===== src/rtl/dual_port_ram_latencies.sv =====
// True dual-port RAM with independent, parameterised write-commit and
// read-data latencies per port; port A wins same-edge, same-address commits.

module dpr_lat_pipe #(
    parameter int unsigned WIDTH  = 8,
    parameter int unsigned STAGES = 1
) (
    input  logic             clk,
    input  logic             rst,
    input  logic             in_valid,
    input  logic [WIDTH-1:0] in_data,
    output logic             out_valid,
    output logic [WIDTH-1:0] out_data
);

    generate
        if (STAGES == 0) begin : g_wire
            assign out_valid = in_valid;
            assign out_data  = in_data;
        end else begin : g_reg
            logic             valid_q [STAGES];
            logic [WIDTH-1:0] data_q  [STAGES];

            always_ff @(posedge clk) begin
                if (rst) begin
                    for (int unsigned i = 0; i < STAGES; i++) begin
                        valid_q[i] <= 1'b0;
                    end
                end else begin
                    valid_q[0] <= in_valid;
                    for (int unsigned i = 1; i < STAGES; i++) begin
                        valid_q[i] <= valid_q[i-1];
                    end
                end
            end

            // Payload needs no reset: it is only consumed when its valid bit is set.
            always_ff @(posedge clk) begin
                data_q[0] <= in_data;
                for (int unsigned i = 1; i < STAGES; i++) begin
                    data_q[i] <= data_q[i-1];
                end
            end

            assign out_valid = valid_q[STAGES-1];
            assign out_data  = data_q[STAGES-1];
        end
    endgenerate

endmodule

module dual_port_ram_latencies #(
    parameter int unsigned DATA_WIDTH      = 8,
    parameter int unsigned ADDR_WIDTH      = 3,
    parameter int unsigned WRITE_LATENCY_A = 5,
    parameter int unsigned READ_LATENCY_A  = 4,
    parameter int unsigned WRITE_LATENCY_B = 4,
    parameter int unsigned READ_LATENCY_B  = 5
) (
    input  logic                  i_clk,
    input  logic                  i_rst,
    input  logic                  i_en_a,
    input  logic                  i_we_a,
    input  logic [ADDR_WIDTH-1:0] i_addr_a,
    input  logic [DATA_WIDTH-1:0] i_din_a,
    output logic [DATA_WIDTH-1:0] o_dout_a,
    input  logic                  i_en_b,
    input  logic                  i_we_b,
    input  logic [ADDR_WIDTH-1:0] i_addr_b,
    input  logic [DATA_WIDTH-1:0] i_din_b,
    output logic [DATA_WIDTH-1:0] o_dout_b
);

    localparam int unsigned DEPTH   = 2 ** ADDR_WIDTH;
    localparam int unsigned WR_BITS = ADDR_WIDTH + DATA_WIDTH;

    logic [DATA_WIDTH-1:0] mem [DEPTH];

    logic                  wr_req_a;
    logic                  rd_req_a;
    logic                  wr_req_b;
    logic                  rd_req_b;

    logic                  wr_valid_a;
    logic [WR_BITS-1:0]    wr_word_a;
    logic                  wr_valid_b;
    logic [WR_BITS-1:0]    wr_word_b;

    logic                  rd_valid_a;
    logic [DATA_WIDTH-1:0] rd_data_a;
    logic                  rd_valid_b;
    logic [DATA_WIDTH-1:0] rd_data_b;

    logic                  commit_a;
    logic                  commit_b;

    assign wr_req_a = i_en_a &  i_we_a & ~i_rst;
    assign rd_req_a = i_en_a & ~i_we_a & ~i_rst;
    assign wr_req_b = i_en_b &  i_we_b & ~i_rst;
    assign rd_req_b = i_en_b & ~i_we_b & ~i_rst;

    // A write spends WL-1 cycles in flight; the commit happens on the edge that
    // would otherwise shift it out, so WL=1 commits on the sampling edge itself.
    dpr_lat_pipe #(
        .WIDTH  (WR_BITS),
        .STAGES (WRITE_LATENCY_A - 1)
    ) u_wr_pipe_a (
        .clk       (i_clk),
        .rst       (i_rst),
        .in_valid  (wr_req_a),
        .in_data   ({i_addr_a, i_din_a}),
        .out_valid (wr_valid_a),
        .out_data  (wr_word_a)
    );

    dpr_lat_pipe #(
        .WIDTH  (WR_BITS),
        .STAGES (WRITE_LATENCY_B - 1)
    ) u_wr_pipe_b (
        .clk       (i_clk),
        .rst       (i_rst),
        .in_valid  (wr_req_b),
        .in_data   ({i_addr_b, i_din_b}),
        .out_valid (wr_valid_b),
        .out_data  (wr_word_b)
    );

    // The array is read combinationally at the sampling edge, so a read sees
    // only commits from earlier edges; the data then rides RL-1 stages.
    dpr_lat_pipe #(
        .WIDTH  (DATA_WIDTH),
        .STAGES (READ_LATENCY_A - 1)
    ) u_rd_pipe_a (
        .clk       (i_clk),
        .rst       (i_rst),
        .in_valid  (rd_req_a),
        .in_data   (mem[i_addr_a]),
        .out_valid (rd_valid_a),
        .out_data  (rd_data_a)
    );

    dpr_lat_pipe #(
        .WIDTH  (DATA_WIDTH),
        .STAGES (READ_LATENCY_B - 1)
    ) u_rd_pipe_b (
        .clk       (i_clk),
        .rst       (i_rst),
        .in_valid  (rd_req_b),
        .in_data   (mem[i_addr_b]),
        .out_valid (rd_valid_b),
        .out_data  (rd_data_b)
    );

    assign commit_a = wr_valid_a & ~i_rst;
    assign commit_b = wr_valid_b & ~i_rst;

    // Port A is assigned last so it wins a same-address collision.
    always_ff @(posedge i_clk) begin
        if (commit_b) begin
            mem[wr_word_b[WR_BITS-1:DATA_WIDTH]] <= wr_word_b[DATA_WIDTH-1:0];
        end
        if (commit_a) begin
            mem[wr_word_a[WR_BITS-1:DATA_WIDTH]] <= wr_word_a[DATA_WIDTH-1:0];
        end
    end

    always_ff @(posedge i_clk) begin
        if (i_rst) begin
            o_dout_a <= '0;
            o_dout_b <= '0;
        end else begin
            if (rd_valid_a) begin
                o_dout_a <= rd_data_a;
            end
            if (rd_valid_b) begin
                o_dout_b <= rd_data_b;
            end
        end
    end

endmodule


===== config.mk =====
export PLATFORM = sky130hd
export DESIGN_NAME = dual_port_ram_latencies
export DESIGN_NICKNAME = d
export VERILOG_FILES = /design/src/rtl/dual_port_ram_latencies.sv
export SDC_FILE = /design/constraint.sdc
export NUM_CORES = 1
export LEC_CHECK = 0
export CELL_PAD_IN_SITES_DETAIL_PLACEMENT = 1
export CELL_PAD_IN_SITES_GLOBAL_PLACEMENT = 2
export CORE_MARGIN = 8
export CORE_UTILIZATION = 45
export CTS_CLUSTER_DIAMETER = 120
export DETAILED_ROUTE_END_ITERATION = 8
export PLACE_DENSITY_LB_ADDON = 0.1
export SLEW_MARGIN = 20
export SYNTH_ARGS = -nofsm -noshare
export SYNTH_HDL_FRONTEND = slang
export SYNTH_SLANG_ARGS = --single-unit

===== constraint.sdc =====
create_clock -name i_clk -period 3.37 [get_ports i_clk]
set_input_delay 0.337 -clock i_clk [delete_from_list [all_inputs] [get_ports i_clk]]
set_output_delay 0.337 -clock i_clk [all_outputs]
set_load 0.03 [all_outputs]

== Word level (Yosys, flattened, before mapping) ==
Memories as Yosys holds them, arrays and structs flattened. A register that Yosys moved wholly into a read port is not among the register bits.
Index checks and enable logic that the tools add are counted.
Storage, ports and cells
  bits in registers: 0
  output and inout bits: 16
  memories kept: 9
  input port bits: 28
  bits in writable memories: 211
  word-level logic and storage cells: 57
Operators by class
  bitwise operators: 27
  muxes and demuxes: 21
Memories
  mem: depth 8, bits a word 8, rd ports 2, clocked after Yosys merged registers in 0, write ports 2, RTL line 77  | logic [DATA_WIDTH-1:0] mem [DEPTH];
  u_wr_pipe_a.g_reg.data_q: depth 4, bits a word 11, rd ports 4, clocked after Yosys merged registers in 0, write ports 4, RTL line 22  | logic [WIDTH-1:0] data_q [STAGES];
  u_wr_pipe_b.g_reg.data_q: depth 3, bits a word 11, rd ports 3, clocked after Yosys merged registers in 0, write ports 3, RTL line 22
  u_rd_pipe_b.g_reg.data_q: depth 4, bits a word 8, rd ports 4, clocked after Yosys merged registers in 1, write ports 4, RTL line 22
  u_rd_pipe_a.g_reg.data_q: depth 3, bits a word 8, rd ports 3, clocked after Yosys merged registers in 1, write ports 3, RTL line 22
  u_rd_pipe_b.g_reg.valid_q: depth 4, bits a word 1, rd ports 4, clocked after Yosys merged registers in 0, write ports 4, RTL line 21  | logic valid_q [STAGES];
  +3 memories
Operators by type and width (number)
  1-bit two-way mux: 21
  1-bit OR: 14
  1-bit bitwise AND: 10
  1-bit NOT: 3

== Logic depth before layout (Yosys ltp) ==
Gate-level depths: netlist of run 1.
  depth in word-level cells: 4
  gate-level depth with buffers: 5
  mapped depth without buffers: 3

== Hierarchy ==
A second synthesis of run 1 with hierarchy kept.
Unflattened totals
  cells, all modules: 449
  area total of the unflattened synthesis: 7726.2 µm²
Modules (own cells, without submodules)
  dual_port_ram_latencies: seq. area each 2242.2 µm², area an instance 4553.1 µm², instances 1, cells an instance 269
  dpr_lat_pipe (u_wr_pipe_a): seq. area each 960.9 µm², area an instance 985.9 µm², instances 1, cells an instance 52
  dpr_lat_pipe (u_wr_pipe_b): seq. area each 720.7 µm², area an instance 822.0 µm², instances 1, cells an instance 50
  dpr_lat_pipe (u_rd_pipe_b): seq. area each 720.7 µm², area an instance 745.7 µm², instances 1, cells an instance 40
  dpr_lat_pipe (u_rd_pipe_a): seq. area each 540.5 µm², area an instance 619.3 µm², instances 1, cells an instance 38

== Worst setup path after synthesis of run 1 ==
Ideal clock, no wire load.
  kind: input port to flip-flop
  start: input port i_rst
  end: memory mem[0][0], enable pin
  stages on the path: 3
  setup time: 387 ps
  slack: 1290 ps
  arrival: 1693 ps
  data required time: 2983 ps
  buffers on the path: 1
  path through: buf_2 > or3b_2 > o31ai_1
RTL lines
  from (decl): RTL line 61  | input logic i_rst,
  to (decl): RTL line 77

==> metrics.cfg, run 1 <==
[setup_path]
worstPathCellList = clkdlybuf4s50_1 > or3b_2 > o21bai_1
max_stage_delay_ps = 680
slowest_stage = o21bai_1
cp_top_family = compound AO/OA/AOI/OAI gates
start_kind = primary input
cp-end-kind = flip-flop
arrival_ps = 2160
required_ps = 3500
criticalPathCategory = in2reg
crit_buf_inv = 1
cp_max_fo = 8

[synthesis]
syn_inst = 428
ys_types = 26
ys_ff_latch = 227
ys_seq_area_frac = 0.685
synth_fp_nets = 456
ys_warn_count = 0
netlist_area_mm2 = 0.00757
avgSynthCellArea_um2 = 17.7

[final_layout]
n_antenna_cell = 0
layout_commonest_cell = dfxtp_1
final_cell_mix = dfxtp_1, mux2_2, edfxtp_1
finalNetCount = 517
layout-drive-gt1-share = 0.279
syn2layout_area_growth_pct = 18.8
stdcell_count = 726

[route]
drtPass1Iterations = 4
num_vias = 3699
drc = 0
wirelength_mm = 14.3
drtIter0Drc = 160
viasPerCell = 5.10
wl_per_cell_um = 19.8
drtAntennaViolNets = 0

[sta]
period_minus_slack_ps = 2030
tightestPinTransition_ps = 921
hold_viol_final = 0
maxSlewViolCount = 0
setup_viol_count_final = 0
period_share = 0.602
setup_tns_ps = 0
fmax_mhz = 493
slew_headroom = 0.384
rsz0062_at_grt = false
clock_skew_ps = 8.72

[power]
internal-power_w = 0.00451
p_comb_frac = 0.032
p_clk_frac = 0.442
p_leak_nw = 3.37
powerDensity_mw_per_mm2 = 627
seq_power_share = 0.526
ir_worst_vdd_v = 0.000398
p_sw_frac = 0.201
switching_power_w = 0.00114

[clock_network]
htree_levels = 1
cts-resized-gates = 0
clkSinkCount = 227
cts_buffer_depth = 3
postCtsHoldBufs = 0
cts_tree = done
cts_setup_buffers = 0
cts_root_buf = clkbuf_16
clk_latency_ps = 500
clkTransAtPathRegs_ps = 60
cts_buffers = 23

[status]
status = complete, no violations

[placement]
hpwlAfterDp_mm = 9.65
portBuffers = 43
routabilityCongestion = 0.771
place_inst = 684

[global_route]
antenna_found_initial = 0
grt_pass1_vias = 4058
grt_usage = 0.136
grt_overflow = 0
grt_pass1_wl_mm = 22.8
grt_max_degree = 31

[floorplanning]
die_w_um = 146
io_pins = 44
initial_utilization = 0.458
dieArea_mm2 = 0.0212
placementRows = 47
die_y_um = 146
design.core.area_mm2 = 0.0165

[worst_hold_path]
min_path_type = in2reg

[job]
cap_viol_max_count = 0

## metrics by stage
stage	util	hold WS, ps	power (W)	area [µm²]	setup slack [ps]
6_report	0.544	275	0.00565	9000	1340
5_1_grt	0.544	256	0.00586	9000	1290
4_1_cts	0.544	247	0.00574	9000	1370
3_5_place_dp	0.499	313	0.00321	8240	826
3_3_place_gp	0.499	309	0.00320	8240	935
2_1_floorplan	-	310	0.00313	7570	1290
## final timing paths
check | from | end | slack [ps] | cells after the start
max | i_rst | mem[6][7] | 1340 | 3
min | i_din_a[0] | u_wr_pipe_a.g_reg.data_q[0][0] | 270 | 1
max reg2reg | u_wr_pipe_b.g_reg.valid_q[0][2] | mem[6][7] | 1420 | 2
min reg2reg | u_wr_pipe_a.g_reg.data_q[1][10] | u_wr_pipe_a.g_reg.data_q[2][10] | 320 | 0
## power groups by stage
| stage | sequential (W) | combinational (W) | clock [W] |
|---|---|---|---|
| 6_report | 0.00297 | 0.000181 | 0.00250 |
| 4_1_cts | 0.00297 | 0.000184 | 0.00259 |
| 3_5_place_dp | 0.00303 | 0.000182 | 0 |
| 3_3_place_gp | 0.00302 | 0.000178 | 0 |
| 5_1_grt | 0.00298 | 0.000195 | 0.00269 |
| 2_1_floorplan | 0.00301 | 0.000124 | 0 |
## worst reg2reg max path, cell delays in order, from the launching register on
cell and delay [ps]:
dfxtp_1 370, or3b_2 520, o21bai_1 680
## flip-flops by register name, indices dropped and copies added, names as in the netlist
register,cells
u_rd_pipe_a.g_reg.valid_q,3
u_wr_pipe_b.g_reg.data_q,33
u_rd_pipe_a.g_reg.data_q,24
mem,64
u_wr_pipe_b.g_reg.valid_q,3
o_dout_a,8
o_dout_b,8
u_wr_pipe_a.g_reg.valid_q,4
u_wr_pipe_a.g_reg.data_q,44
u_rd_pipe_b.g_reg.valid_q,4
u_rd_pipe_b.g_reg.data_q,32
## cell type report
type	instances	area, µm²
fillers	1508	7530
well taps	220	275
clock buffers	26	618
repair buffers	54	513
flip-flops and latches	227	5180
clock inverters	16	141
multi-input cells	183	2260
## cells by family (layout without fill, tap and decap cells)
group | Yosys count | after routing | share of synthesized area
AO/OA/AOI/OAI | 8 | 8 | 0.00727
buffers and inverters | 18 | 96 | 0.0160
flip-flops | 227 | 227 | 0.685
multiplexers | 128 | 128 | 0.250
AND/OR/NAND/NOR | 47 | 47 | 0.0421
## synth_stat cells
cell type	number	area (µm²)
and3_1	2	12.5
and3b_1	3	26.3
buf_1	4	15.0
buf_12	2	40.0
buf_2	5	25.0
buf_6	2	22.5
clkbuf_1	5	18.8
dfxtp_1	163	3260
edfxtp_1	64	1920
mux2_2	80	901
mux2i_1	16	160
mux4_1	29	762
mux4_2	3	67.6
nand2_1	3	11.3
nand2b_1	2	12.5
nand3b_1	1	7.51
nand3b_2	2	22.5
nand3b_4	1	20.0
nor2_1	17	63.8
nor2b_1	10	62.6
nor3b_1	2	15.0
nor3b_4	3	56.3
o21ai_0	2	10.0
o21bai_1	4	30.0
o31ai_1	2	15.0
or3b_2	1	8.76
## metal layers
metal,share of wire,track usage,vias to the layer above,wire length [µm]
met2,0.47,0.225,87,6740
met4,0.022,0.0479,0,309
met5,0,0,-,0
met1,0.45,0.170,1860,6470
li1,-,-,1729,-
met3,0.057,0.0364,23,824
Note: power is estimated with default switching activity, not from simulation.
==> inputs of run 2 (changes only) <==
CORE_UTILIZATION = 44   (was 45)
clock period = 2.07 ns   (was 3.37 ns; I/O delays follow)
==> metrics.cfg, run 2 (synthesized netlist as in run 1, its figures left out) <==
[setup_path]
start_kind = flip-flop  ; was primary input
required_ps = 2320  ; was 3500 ps
r2r-start = u_wr_pipe_a.g_reg.valid_q[3]  ; was u_wr_pipe_b.g_reg.valid_q[0][2]
slowest_stage = dfxtp_1  ; was o21bai_1
cp_top_family = simple AND/OR/NAND/NOR gates  ; was compound AO/OA/AOI/OAI gates
worstPathCellList = nor3b_4 > and3_1 > buf_12 > mux2_2  ; was clkdlybuf4s50_1 > or3b_2 > o21bai_1
cp_max_fo = 8  ; unchanged
critical_path_depth = 4  ; was 3
ff2ff_path_depth = 4  ; was 2
timing.rr.end = mem[6][7]  ; unchanged
max_stage_delay_ps = 440  ; was 680 ps
cp-end-kind = flip-flop  ; unchanged
crit_buf_inv = 1  ; unchanged
worst-r2r-setup-slack_ps = 340  ; was 1420 ps
criticalPathCategory = reg2reg  ; was in2reg
arrival_ps = 1970  ; was 2160 ps

[clock_network]
postCtsHoldBufs = 0  ; unchanged
clk_latency_ps = 500  ; about the same
clkSinkCount = 227  ; unchanged
cts_root_buf = clkbuf_16  ; unchanged
clkTransAtPathRegs_ps = 60  ; about the same
cts_setup_buffers = 0  ; unchanged
cts_tree = done  ; unchanged
cts-resized-gates = 0  ; unchanged
htree_levels = 1  ; unchanged
cts_buffer_depth = 3  ; unchanged
cts_buffers = 24  ; was 23

[global_route]
grt_usage = 0.132  ; was 0.136
grt_overflow = 0  ; unchanged
grt_max_degree = 31  ; unchanged
antenna_found_initial = 0  ; unchanged
grt_pass1_wl_mm = 22.4  ; was 22.8 mm
grt_pass1_vias = 4008  ; was 4058

[floorplanning]
die_w_um = 147  ; was 146 µm
io_pins = 44  ; unchanged
dieArea_mm2 = 0.0217  ; was 0.0212 mm²
design.core.area_mm2 = 0.0171  ; was 0.0165 mm²
placementRows = 48  ; was 47
die_y_um = 147  ; was 146 µm
initial_utilization = 0.444  ; was 0.458

[route]
num_vias = 3740  ; was 3699
drtPass1Iterations = 4  ; unchanged
drtAntennaViolNets = 0  ; unchanged
wirelength_mm = 14.3  ; about the same
viasPerCell = 5.03  ; was 5.10
drc = 0  ; unchanged
wl_per_cell_um = 19.2  ; was 19.8 µm
drtIter0Drc = 127  ; was 160

[final_layout]
final_cell_mix = dfxtp_1, mux2_2, edfxtp_1  ; unchanged
n_antenna_cell = 0  ; unchanged
syn2layout_area_growth_pct = 22.6  ; was 18.8%
largest_register_ffs = 64  ; unchanged
layout_commonest_cell = dfxtp_1  ; unchanged
finalNetCount = 528  ; was 517
stdcell_count = 743  ; was 726
layout-drive-gt1-share = 0.288  ; was 0.279

[sta]
setup_tns_ps = 0  ; unchanged
fmax_mhz = 579
clock_skew_ps = 5.35  ; was 8.72 ps
hold_ws_ps = 148  ; was 275 ps
hold_viol_final = 0  ; unchanged
maxSlewViolCount = 0  ; unchanged
tightestPinTransition_ps = 489  ; was 921 ps
rsz0062_at_grt = false  ; unchanged
slew_headroom = 0.673  ; was 0.384
period_share = 0.834
setup_viol_count_final = 0  ; unchanged
period_minus_slack_ps = 1730

[worst_hold_path]
min_path_type = in2reg  ; unchanged
hold_end = u_wr_pipe_a.g_reg.data_q[0][2]  ; was u_wr_pipe_a.g_reg.data_q[0][0]
hold_depth = 1  ; unchanged
min_from = i_din_a[2]  ; was i_din_a[0]

[placement]
portBuffers = 43  ; unchanged
hpwlAfterDp_mm = 9.59  ; was 9.65 mm
place_inst = 699  ; was 684
routabilityCongestion = 0.766  ; was 0.771

[power]
p_leak_nw = 3.48  ; was 3.37 nW
ir_worst_vdd_v = 0.000556  ; was 0.000398 V
powerDensity_mw_per_mm2 = 1000  ; was 627 mW/mm²

[job]
cap_viol_max_count = 0  ; unchanged

[status]
status = complete, no violations  ; unchanged

[run 2: cell types whose count changed in the layout (fill, tap and decap cells not counted), moves of 3 or more]
cell      change
clkbuf_1      +3
clkbuf_8      +3
buf_4         -4
buf_12       +14
clkinv_2      -5
[run 2: worst reg2reg max path: stages, from the launching register on]
cell and delay, ps:
dfxtp_1 440, nor3b_4 300, and3_1 260, buf_12 140, mux2_2 330
[run 2: worst max path at each step]
stage	start	slack (ps)	to
4_1_cts	o_dout_a[6]	320	o_dout_a[6]
5_1_grt	u_wr_pipe_a.g_reg.valid_q[3]	240	mem[2][0]
6_report	u_wr_pipe_a.g_reg.valid_q[3]	340	mem[6][7]
2_1_floorplan	i_rst	120	mem[0][0]
3_5_place_dp	i_rst	-40	mem[0][5]
3_3_place_gp	i_rst	-8	mem[0][5]
[run 2: power breakdown]
part	internal [W]	leakage [nW]	switching, W
clock	0.00249	0.390	0.00168
sequential	0.00474	1.94	0.0000903
combinational	0.000196	1.15	0.000115
[run 2: metal layers]
layer  part of all wire  GRT usage  vias to the layer above  wire (µm)
met2               0.50      0.228                       83       7200
met4              0.016     0.0372                        0        233
met3              0.055     0.0268                       22        790
li1                   -          -                     1754          -
met1               0.42      0.164                     1881       6060
met5                  0          0                        -          0
[run 2: cell type report]
class	count	area (µm²)
multi-input combinational	183	2260
timing repair buffer	64	763
clock inverter	11	90.1
sequential	227	5180
fill	1589	7780
clock buffer	33	696
tap	225	282
[run 2: stage by stage]
step / power [W] / util / cell area [µm²] / setup WS, ps
final: 0.00931 / 0.544 / 9280 / 344
after global routing: 0.00966 / 0.544 / 9280 / 238
after CTS: 0.00944 / 0.544 / 9280 / 318
after detailed placement: 0.00524 / 0.498 / 8490 / -43.1
after global placement: 0.00523 / 0.498 / 8490 / -7.62
after floorplan: 0.00510 / - / 7570 / 120
==> inputs of run 3 (changes only) <==
clock period = 1.7 ns   (was 2.07 ns; I/O delays follow)
==> metrics.cfg, run 3 (synthesized netlist as in run 1, its figures left out) <==
[placement]
hpwlAfterDp_mm = 9.88  ; was 9.59 mm
portBuffers = 43  ; unchanged
dpl_worst_slack_ps = -343  ; was -43.1 ps
place_area_mm2 = 0.00856  ; was 0.00849 mm²
routabilityCongestion = 0.750  ; was 0.766

[global_route]
met1_usage = 0.163  ; was 0.164
busiest_layer = met2  ; unchanged
met3_usage = 0.0295  ; was 0.0268
grt_max_degree = 31  ; unchanged
grt_overflow = 0  ; unchanged
grt_pass1_vias = 4198  ; was 4008
gr-usage-met2 = 0.237  ; was 0.228
antenna_found_initial = 0  ; unchanged
grt_usage = 0.136  ; was 0.132
grt_pass1_wl_mm = 23.1  ; was 22.4 mm

[sta]
hold_viol_final = 0  ; unchanged
period_share = 0.976  ; was 0.834
fmax_mhz = 603  ; was 579 MHz
slew_headroom = 0.681  ; was 0.673
maxSlewViolCount = 0  ; unchanged
setup_viol_count_final = 0  ; unchanged
rsz0062_at_grt = false  ; unchanged
fin_ws_ps = 41.4  ; was 344 ps
period_minus_slack_ps = 1660  ; was 1730 ps
tightestPinTransition_ps = 478  ; was 489 ps
clock_skew_ps = 13.0  ; was 5.35 ps

[floorplanning]
die_y_um = 147  ; unchanged
die_w_um = 147  ; unchanged
io_pins = 44  ; unchanged
initial_utilization = 0.444  ; unchanged
dieArea_mm2 = 0.0217  ; unchanged
placementRows = 48  ; unchanged
design.core.area_mm2 = 0.0171  ; unchanged

[final_layout]
fin_util = 0.552  ; was 0.544
layout-drive-gt1-share = 0.306  ; was 0.288
finalNetCount = 533  ; was 528
syn2layout_area_growth_pct = 24.3  ; was 22.6%
n_antenna_cell = 0  ; unchanged
seqCellArea_mm2 = 0.00519  ; was 0.00518 mm²
fillers = 1550  ; was 1589
layout_commonest_cell = dfxtp_1  ; unchanged
final_cell_mix = dfxtp_1, mux2_2, edfxtp_1  ; unchanged
largest_register_ffs = 64  ; unchanged
fin_area_mm2 = 0.00941  ; was 0.00928 mm²
multi_input_area_mm2 = 0.00227  ; was 0.00226 mm²

[setup_path]
required_ps = 1960  ; was 2320 ps
worst-r2r-setup-slack_ps = 40  ; was 340 ps
arrival_ps = 1920  ; was 1970 ps
r2r-start = u_wr_pipe_a.g_reg.data_q[3][8]  ; was u_wr_pipe_a.g_reg.valid_q[3]
worstPathCellList = and3b_1 > and3_1 > buf_12 > mux2_2  ; was nor3b_4 > and3_1 > buf_12 > mux2_2
slowest_stage = dfxtp_1  ; unchanged
start_kind = flip-flop  ; unchanged
cp-end-kind = flip-flop  ; unchanged
max_stage_delay_ps = 440  ; about the same
ff2ff_path_depth = 4  ; unchanged
cp_max_fo = 8  ; unchanged
timing.rr.end = mem[7][2]  ; was mem[6][7]
criticalPathCategory = reg2reg  ; unchanged

[power]
p_leak_nw = 3.69  ; was 3.48 nW
ir_worst_vdd_v = 0.000856  ; was 0.000556 V
powerDensity_mw_per_mm2 = 1240  ; was 1000 mW/mm²

[clock_network]
cts_buffers = 24  ; unchanged
cts_setup_buffers = 0  ; unchanged
htree_levels = 1  ; unchanged
cts_tree = done  ; unchanged
clk_latency_ps = 510  ; was 500 ps
cts_root_buf = clkbuf_16  ; unchanged
cts_buffer_depth = 3  ; unchanged
clkTransAtPathRegs_ps = 60  ; about the same
clkSinkCount = 227  ; unchanged

[route]
wl_per_cell_um = 19.4  ; was 19.2 µm
num_vias = 3735  ; was 3740
drtPass1Iterations = 4  ; unchanged
drc = 0  ; unchanged
drtIter0Drc = 174  ; was 127
wirelength_mm = 14.5  ; was 14.3 mm
viasPerCell = 4.99  ; was 5.03
drtAntennaViolNets = 0  ; unchanged

[worst_hold_path]
min_path_type = in2reg  ; unchanged
hold_depth = 1  ; unchanged
min_from = i_din_a[5]  ; was i_din_a[2]
hold_end = u_wr_pipe_a.g_reg.data_q[0][5]  ; was u_wr_pipe_a.g_reg.data_q[0][2]

[status]
status = complete, no violations  ; unchanged

[job]
cap_viol_max_count = 0  ; unchanged

==> run 3: changes by cell type in the layout (fill, tap and decap cells not counted), sizes merged, moves of 2 or more <==
| cell | before | now |
|---|---|---|
| dlygate4sd2 | 0 | 12 |
| clkdlybuf4s50 | 43 | 27 |
| buf | 21 | 26 |
| clkbuf | 33 | 37 |
| inv | 4 | 2 |
| dlymetal6s2s | 0 | 4 |
==> run 3: timing repair <==
item,in CTS,in global routing
hold buffers,0,0
endpoints found under the hold margin,0,0
setup endpoints to repair,12,22
gates resized for setup,12,6
==> run 3: area by class of cell <==
cell class              instances  share of cell area
clock inverters                 7             0.00731
flip-flops and latches        227               0.551
well taps                     225              0.0299
clock buffers                  37              0.0835
repair buffers                 69              0.0872
multi-input cells             183               0.241
==> run 3: worst max-delay path, delay by kind of cell, from the launching register on <==
kind          cells  cell delay (ps)
simple gates      2              460
mux               1              350
buf+inv           1              160
flops             1              440
==> run 3: worst max path at each step <==
stage,start,to,slack [ps],cells past startpoint
6_report,u_wr_pipe_a.g_reg.data_q[3][8],mem[7][2],40,4
5_1_grt,u_wr_pipe_b.g_reg.valid_q[0][2],mem[0][1],9,3
4_1_cts,o_dout_b[7],o_dout_b[7],2,1
3_5_place_dp,i_rst,mem[0][5],-340,4
3_3_place_gp,i_rst,mem[6][4],-320,4
2_1_floorplan,i_rst,mem[0][0],20,3
==> run 3: where the power goes <==
group / switching (W) / total [W] / internal (W)
combinational: 0.000144 / 0.000388 / 0.000244
clock: 0.00206 / 0.00541 / 0.00335
sequential: 0.000110 / 0.00589 / 0.00578
==> run 3: metrics by stage <==
step                      cells  setup TNS (ps)  power, W  hold slack, ps
after floorplan             428               0   0.00621             198
after global placement      704          -32520   0.00637             310
after detailed placement    704          -37300   0.00640             313
after CTS                   748               0    0.0118            76.5
after global routing        748               0    0.0121            78.2
final                       748               0    0.0117            95.8
==> run 3: layer usage <==
layer | vias up | share of wire
met2 | 61 | 0.50
met3 | 28 | 0.040
met4 | 0 | 0.019
met5 | - | 0
li1 | 1763 | -
met1 | 1883 | 0.44
